[src/rtl/branch_predict_unit_pkg.sv]
// branch_predict_unit_pkg: shared mode/counter encodings, default widths and counter helper
package branch_predict_unit_pkg;
  localparam int BITS_SIZE_D = 32;
  localparam int IMM_SIZE_D  = 16;
  localparam int JIDX_SIZE_D = 26;
  localparam int ENTRIES_D   = 16;
  typedef enum logic [1:0] {
    MODE_BRANCH = 2'b00,
    MODE_JUMP   = 2'b01,
    MODE_JREG   = 2'b10,
    MODE_RSVD   = 2'b11
  } upd_mode_e;
  localparam logic [1:0] CNT_SNT = 2'b00;
  localparam logic [1:0] CNT_WNT = 2'b01;
  localparam logic [1:0] CNT_WT  = 2'b10;
  localparam logic [1:0] CNT_ST  = 2'b11;
  function automatic logic [1:0] sat_step(input logic [1:0] c, input logic up);
    return up ? (c == CNT_ST ? c : c + 2'd1) : (c == CNT_SNT ? c : c - 2'd1);
  endfunction
endpackage

[src/rtl/branch_predict_unit_target_calc.sv]
// branch_target_calc: combinational mode-muxed branch/jump target adder
// ports: mode selects branch (pc4+imm*4), jump (region|jidx*4), register jump, or reserved (pc4)
module branch_target_calc
  import branch_predict_unit_pkg::*;
#(
  parameter int BITS_SIZE = BITS_SIZE_D,
  parameter int IMM_SIZE  = IMM_SIZE_D,
  parameter int JIDX_SIZE = JIDX_SIZE_D
) (
  input  logic [1:0]           mode,
  input  logic [BITS_SIZE-1:0] pc4,
  input  logic [IMM_SIZE-1:0]  imm,
  input  logic [JIDX_SIZE-1:0] jidx,
  input  logic [BITS_SIZE-1:0] reg_target,
  output logic [BITS_SIZE-1:0] target
);
  logic [BITS_SIZE-1:0] br_off, jmp;
  assign br_off = {{(BITS_SIZE-IMM_SIZE-2){imm[IMM_SIZE-1]}}, imm, 2'b00};
  assign jmp    = {pc4[BITS_SIZE-1:JIDX_SIZE+2], jidx, 2'b00};
  assign target = mode == MODE_BRANCH ? pc4 + br_off :
                  mode == MODE_JUMP   ? jmp :
                  mode == MODE_JREG   ? reg_target : pc4;
endmodule

[src/rtl/branch_predict_unit.sv]
// branch_predict_unit: direct-mapped BTB with 2-bit counters, resolve-side target calc and registered redirect
// ports: fetch side i_fetch_pc -> o_pred_taken/o_pred_target (combinational);
//        resolve side i_upd_* -> o_upd_target (combinational), o_redirect/o_redirect_pc (registered)
module branch_predict_unit
  import branch_predict_unit_pkg::*;
#(
  parameter int BITS_SIZE  = BITS_SIZE_D,
  parameter int IMM_SIZE   = IMM_SIZE_D,
  parameter int JIDX_SIZE  = JIDX_SIZE_D,
  parameter int ENTRIES    = ENTRIES_D,
  localparam int INDEX_BITS = $clog2(ENTRIES)
) (
  input  logic                 i_clk,
  input  logic                 i_reset,
  input  logic [BITS_SIZE-1:0] i_fetch_pc,
  output logic                 o_pred_taken,
  output logic [BITS_SIZE-1:0] o_pred_target,
  input  logic                 i_upd_valid,
  input  logic [1:0]           i_upd_mode,
  input  logic [BITS_SIZE-1:0] i_upd_pc,
  input  logic [BITS_SIZE-1:0] i_upd_pc4,
  input  logic [IMM_SIZE-1:0]  i_upd_imm,
  input  logic [JIDX_SIZE-1:0] i_upd_jidx,
  input  logic [BITS_SIZE-1:0] i_upd_reg_target,
  input  logic                 i_upd_taken,
  input  logic                 i_upd_pred_taken,
  input  logic [BITS_SIZE-1:0] i_upd_pred_target,
  output logic [BITS_SIZE-1:0] o_upd_target,
  output logic                 o_redirect,
  output logic [BITS_SIZE-1:0] o_redirect_pc
);
  localparam int TAG_BITS = BITS_SIZE - INDEX_BITS - 2;
  logic                 valid [ENTRIES];
  logic [1:0]           cnt   [ENTRIES];
  logic [TAG_BITS-1:0]  tag   [ENTRIES];
  logic [BITS_SIZE-1:0] tgt   [ENTRIES];
  logic [INDEX_BITS-1:0] f_idx, u_idx;
  logic [TAG_BITS-1:0]   f_tag, u_tag;
  logic f_hit, u_hit, eff_taken, upd_en, mispredict;
  logic unused_pc_low;
  assign unused_pc_low = ^{i_fetch_pc[1:0], i_upd_pc[1:0]};
  assign f_idx = i_fetch_pc[INDEX_BITS+1:2];
  assign f_tag = i_fetch_pc[BITS_SIZE-1:INDEX_BITS+2];
  assign u_idx = i_upd_pc[INDEX_BITS+1:2];
  assign u_tag = i_upd_pc[BITS_SIZE-1:INDEX_BITS+2];
  assign f_hit = valid[f_idx] && tag[f_idx] == f_tag;
  assign u_hit = valid[u_idx] && tag[u_idx] == u_tag;
  assign o_pred_taken  = f_hit && cnt[f_idx][1];
  assign o_pred_target = f_hit ? tgt[f_idx] : '0;
  branch_target_calc #(
    .BITS_SIZE (BITS_SIZE),
    .IMM_SIZE  (IMM_SIZE),
    .JIDX_SIZE (JIDX_SIZE)
  ) u_calc (
    .mode       (i_upd_mode),
    .pc4        (i_upd_pc4),
    .imm        (i_upd_imm),
    .jidx       (i_upd_jidx),
    .reg_target (i_upd_reg_target),
    .target     (o_upd_target)
  );
  // jumps are unconditional, so only conditional branches carry a real outcome
  assign eff_taken  = i_upd_mode == MODE_BRANCH ? i_upd_taken : 1'b1;
  assign upd_en     = i_upd_valid && i_upd_mode != MODE_RSVD;
  assign mispredict = (eff_taken != i_upd_pred_taken) || (eff_taken && i_upd_pred_target != o_upd_target);
  always_ff @(posedge i_clk or posedge i_reset) begin
    if (i_reset) begin
      for (int i = 0; i < ENTRIES; i++) begin
        valid[i] <= 1'b0;
        cnt[i]   <= CNT_WNT;
        tag[i]   <= '0;
        tgt[i]   <= '0;
      end
      o_redirect    <= 1'b0;
      o_redirect_pc <= '0;
    end else begin
      o_redirect <= upd_en && mispredict;
      if (upd_en && mispredict) o_redirect_pc <= eff_taken ? o_upd_target : i_upd_pc4;
      if (upd_en && u_hit) begin
        cnt[u_idx] <= sat_step(cnt[u_idx], eff_taken);
        if (eff_taken) tgt[u_idx] <= o_upd_target;
      end else if (upd_en && eff_taken) begin
        valid[u_idx] <= 1'b1;
        tag[u_idx]   <= u_tag;
        tgt[u_idx]   <= o_upd_target;
        cnt[u_idx]   <= CNT_WT;
      end
    end
  end
endmodule

[config.mk]
export PLATFORM = sky130hd
export DESIGN_NAME = branch_predict_unit
export DESIGN_NICKNAME = d
export VERILOG_FILES = /design/src/rtl/branch_predict_unit_pkg.sv /design/src/rtl/branch_predict_unit_target_calc.sv /design/src/rtl/branch_predict_unit.sv
export SDC_FILE = /design/constraint.sdc
export NUM_CORES = 2
export LEC_CHECK = 0
export CAP_MARGIN = 20
export CORE_MARGIN = 5
export CORE_UTILIZATION = 55
export CTS_CLUSTER_SIZE = 14
export DETAILED_ROUTE_END_ITERATION = 16
export HOLD_SLACK_MARGIN = 0.12
export PLACE_DENSITY = 0.73
export SYNTH_ARGS = -nofsm -noshare
export SYNTH_HDL_FRONTEND = slang
export SYNTH_HIERARCHICAL = 1
export SYNTH_SLANG_ARGS = --single-unit
[constraint.sdc]
create_clock -name i_clk -period 102.1 [get_ports i_clk]
set_input_delay 20.42 -clock i_clk [delete_from_list [all_inputs] [get_ports i_clk]]
set_output_delay 20.42 -clock i_clk [all_outputs]
set_load 0.05 [all_outputs]
# After elaboration in Yosys (flattened, before gate mapping)
# Index checks and enable logic that the tools add are counted.
# Widths: inputs -> output; s select.
[totals]
regBits = 1009
in_bits = 209
output_inout_bits = 98
word_cells = 149
[classes]
addsub = 3
order_cmp = 3
n_eq_ne = 9
n_mux = 46
bitwise = 7
n_reduce_logical = 15
[ops]
columns = ["operator", "n"]
rows = [
  ["$mux 512", 3],
  ["$bwmux 512", 1],
  ["$bwmux 416", 1],
  ["$mux 32", 10],
  ["$bmux 26 s4", 2],
  ["$mux 26", 5],
  ["$bmux 32 s4", 1],
  ["$demux 32 s4", 1],
  ["$demux 26 s4", 1],
  ["$eq 26x26->1", 2],
  ["$add 32x32->32", 1],
  ["$bwmux 32", 1],
  ["$ne 32x32->1", 1],
  ["$or 16x16->16", 2],
  ["$and 16x16->16", 1],
  ["$bmux 2 s4", 2],
  ["$mux 2", 8],
  ["$not 16->16", 1],
  ["$ge 5x5->1 const B", 2],
  ["$not 4->5", 2],
  ["$logic_and 1x1->1", 9],
  ["$bmux 1 s4", 2],
  ["$demux 2 s4", 1],
  ["$mux 1", 6],
  ["other kinds (13)", 17],
]

# Longest topological paths before layout
[logic_depth]
depth_word = 9
ltp_mapped = 21
mapped_depth_nobuf = 18

# By module
# Netlist, hierarchy kept.
[modules_own_cells]
columns = ["mod", "n_inst", "cells_each", "area_each_um2", "seq_area_each_um2"]
rows = [
  ["branch_predict_unit", 1, 4341, 50707.4, 25269.2],
  ["branch_target_calc", 1, 253, 2208.4, 0.0],
]

# Least setup slack after synthesis
# OpenSTA, ideal clock, no wires.
[synth_timing]
kind = "input port to output port"
start = "input port i_fetch_pc[3]"
end = "output port o_pred_target[10]"
arrival_ns = 24.067
required_time_ns = 81.680
setup_slack_ns = 57.613
stages = 10
n_path_buf = 4
path_cell_list = "clkbuf_1 > buf_1 > clkbuf_1 > mux4_2 > mux4_2 > xor2_1 > nor4_1 > nand4_1 > clkbuf_1 > nor2b_1"
[synth_via]
elab_chain_cells = 7
elab_cells_between_ends = 13
cone_classes = "1 x eq/ne; 10 x mux; 1 x bitwise; 1 x reduce/logical"
[synth_rtl]
columns = ["element", "line", "rtl"]
rows = [
  ["start: declaration", "branch_predict_unit.sv:15", "input logic [BITS_SIZE-1:0] i_fetch_pc,"],
  ["$not 4->5 (not written as such) *", "branch_predict_unit.sv:46, branch_predict_unit.sv:49", ""],
  ["$bmux 26 s4", "branch_predict_unit.sv:46", "assign f_hit = valid[f_idx] && tag[f_idx] == f_tag;"],
  ["$mux 26 (not written as such) (2 in series)", "branch_predict_unit.sv:46", ""],
  ["$eq 26x26->1", "branch_predict_unit.sv:46", ""],
  ["$logic_and 1x1->1", "branch_predict_unit.sv:46", ""],
  ["$mux 32 *", "branch_predict_unit.sv:49", "assign o_pred_target = f_hit ? tgt[f_idx] : '0;"],
  ["end: declaration", "branch_predict_unit.sv:17", "output logic [BITS_SIZE-1:0] o_pred_target,"],
]
# Every way passes the cells marked *; elsewhere a longest branch is shown, timed or not. The select of a mux whose other input is x is not followed.

# Worst setup path in the final report
[layout_timing]
start = "input port i_fetch_pc[3]"
end = "output port o_pred_target[1]"
# Same word-level chain as after synthesis.

==> impl_metrics.ini <==
[run_status]
outcome = finished, final reports clean

[floorplanning]
dieArea_um2 = 103000
die_h_um = 320
start_util = 0.555
die_x_um = 320
core_um2 = 95300
boundaryPins = 307
row_count = 113

[yosys]
ys_top_cells_by_count = 1478 x nand2_1, 993 x dfrtp_1, 421 x mux4_2
synthFlopType = dfrtp_1
synth_cells = 4594
synth.area.top_cells = dfrtp_1 47%, mux4_2 18%, nand2_1 10%, mux2_2 8.4%, clkbuf_1 1.9%
syn_avg_cell_area_um2 = 11.5
synth.most_common_cell = nand2_1
ys_ff_latch = 1009
netlist.area_leader.share = 0.470
synth_cell_types = 81
synth_area_um2 = 52900
synth-warning-count = 6
synth_largest_area_cell = dfrtp_1
ys_seq_area_frac = 0.478
syn-num-nets = 4833
async_reset_ff_frac = 1.00
synth_edf_count = 0

[place]
gp_congestion = 0.937
dp_hpwl_mm = 97.8
port_buffers = 302
place_area_um2 = 56900
place_ws_ns = 55.32

[timing]
grt_setup_unrepaired = no
setup_viol = 0
slew_violations = 0
min_period_over_period = 0.459
worst_pin_slew_ns = 1.18
clock.fmax_mhz = 21.3
slew_headroom = 0.209
fin_crit_ns = 46.84
finClkSkew_ns = 0.0368
finalHoldViolCount = 0
worst_slack_ns = 55.26
tns_ns = 0

[critical_path]
cp.buffers_inverters = 5
start_kind = input port
startpoint = i_fetch_pc[3]
cpMostUsedCell = buf_4
crit_fanout = 55
r2r-start = tag[274]
arrival_ns = 26.42
worstPathRequired_ns = 81.68
critPathMaxStageDelay_ns = 0.90
path_class = in -> out
crit_family = buffers and inverters
endpoint_kind = output pin
path_cells = clkbuf_8, buf_4, buf_4, mux4_2, mux4_2, xor2_1, nor4_1, nand4_1, buf_4, nor2b_1, clkdlybuf4s50_1
crit_path_top_delay_cell = clkdlybuf4s50_1

[finish]
syn_to_final_growth_pct = 14.7
post-route-util = 0.637
drive_gt1_frac = 0.250
final_area_um2 = 60700
nNetsFinal = 4949
fill_cells = 7274

[drt]
drt_wl_total_mm = 167
viasPerCell = 6.44
drt_iter0_drc = 4325
vias = 39100
drc = 0
dr.pass1.iters = 6
final_antenna_net_count = 0
routedWlPerCell_um = 27.4

[global_routing]
antenna_found_initial = 13
overflow = 0
track_usage = 0.322
grt_pass1_wl_mm = 251
grt_max_degree = 177
first_global_vias = 40000

[min_path]
worst_hold_startpoint = tgt[82]
min_path_type = reg -> reg

[clocking]
clock-sinks = 1009
clk_latency_ns = 0.73
cts_tree = yes
cts_hold_buf = 0
cts_buffer_depth = 3
cts_made_buffers = 109
clk_root_buffer_cell = clkbuf_16
clk_pin_slew_ns = 0.06
h-tree-depth = 3
post_cts_buffers = 0
cts_resized = 0

[run]
maxCapViolations = 0

[pwr]
powerDensity_nw_per_um2 = 20.7
p_leak_uw = 0.0271
power_uw = 1260
peakVddDrop_v = 0.0000168
## layout by cell type, fill, tap and decap left out, types with 11 or more instances in the layout
cell type / n
clkbuf_16: 110
nand3_2: 11
or2_2: 18
inv_1: 30
nor2b_1: 46
nand2_1: 1472
a21o_1: 18
mux2_2: 397
a21oi_4: 16
nor2_4: 16
buf_4: 79
a311oi_1: 17
nand3_1: 17
dfstp_2: 16
mux2i_1: 96
o22ai_1: 13
ha_1: 29
nor2_1: 48
a21oi_1: 43
clkinv_2: 16
nand2b_1: 11
mux2_1: 31
dfrtp_1: 993
clkbuf_1: 32
a31o_2: 15
xor2_1: 44
xnor2_1: 49
o21ai_0: 138
clkbuf_8: 29
a22oi_1: 22
nand4_1: 12
a31oi_1: 22
mux4_2: 421
clkdlybuf4s50_1: 292
## final cells by class
cell class / instances / area [um^2] / share of cell area
clock buffer: 170 / 3260 / 0.0537
timing repair buffer: 388 / 3800 / 0.0625
multi-input combinational: 3169 / 26200 / 0.432
tap: 1265 / 1580 / 0.0261
sequential: 1009 / 25300 / 0.416
inverter: 33 / 131 / 0.00216
antenna: 10 / 25.0 / 0.000412
clock inverter: 32 / 415 / 0.00684
## worst min-delay path, delay by kind of cell, from the launching register on
family	cells	cell delay, ns
flops	1	0.33
simple gates	2	0.10
## kinds of logic (layout without fill, tap and decap cells)
| kind of cell | count (synthesis) | after routing | synth area share |
|---|---|---|---|
| adder cells (fa/ha/maj) | 31 | 31 | 0.00742 |
| buffers and inverters | 416 | 623 | 0.0333 |
| AND/OR/NAND/NOR | 1711 | 1711 | 0.129 |
| XOR/XNOR | 93 | 93 | 0.0154 |
| flip-flops | 1009 | 1009 | 0.478 |
| AO/OA/AOI/OAI | 389 | 389 | 0.0485 |
| other | 0 | 10 | 0 |
| multiplexers | 945 | 945 | 0.288 |
## registers in the layout (all words and copies together) (netlist names)
register and count:
tgt 512, tag 416, cnt 32, o_redirect_pc 32, valid 16, o_redirect 1
## power by group
group          internal, uW  total (uW)  switching, uW
combinational           152         296            144
sequential              495         556           60.9
clock                   233         404            171
## final timing paths
check / depth (start not counted) / endpoint / slack (ns)
max: 11 / o_pred_target[1] / 55.26
min: 2 / tgt[82] / 0.47
max reg2reg: 9 / cnt[12] / 97.27
min reg2reg: 2 / tgt[82] / 0.47
max in group asynchronous: 5 / tag[391] / 78.81
min in group asynchronous: 2 / o_redirect_pc[22] / 20.20
## layer usage
| layer | track usage | routed length (um) | part of all wire | up-vias |
|---|---|---|---|---|
| met3 | 0.0637 | 15200 | 0.091 | 496 |
| li1 | - | - | - | 16400 |
| met2 | 0.516 | 79300 | 0.48 | 2168 |
| met5 | 0 | 21 | 0.00013 | - |
| met1 | 0.426 | 62600 | 0.38 | 20000 |
| met4 | 0.160 | 9440 | 0.057 | 4 |
## stage by stage
step / cells / hold WS, ns
5_1_grt: 6074 / 0.478
3_5_place_dp: 5858 / 0.458
2_1_floorplan: 4594 / 0.441
4_1_cts: 6060 / 0.472
6_report: 6076 / 0.471
3_3_place_gp: 5857 / 0.453
Power figures use the tool's default switching activity.
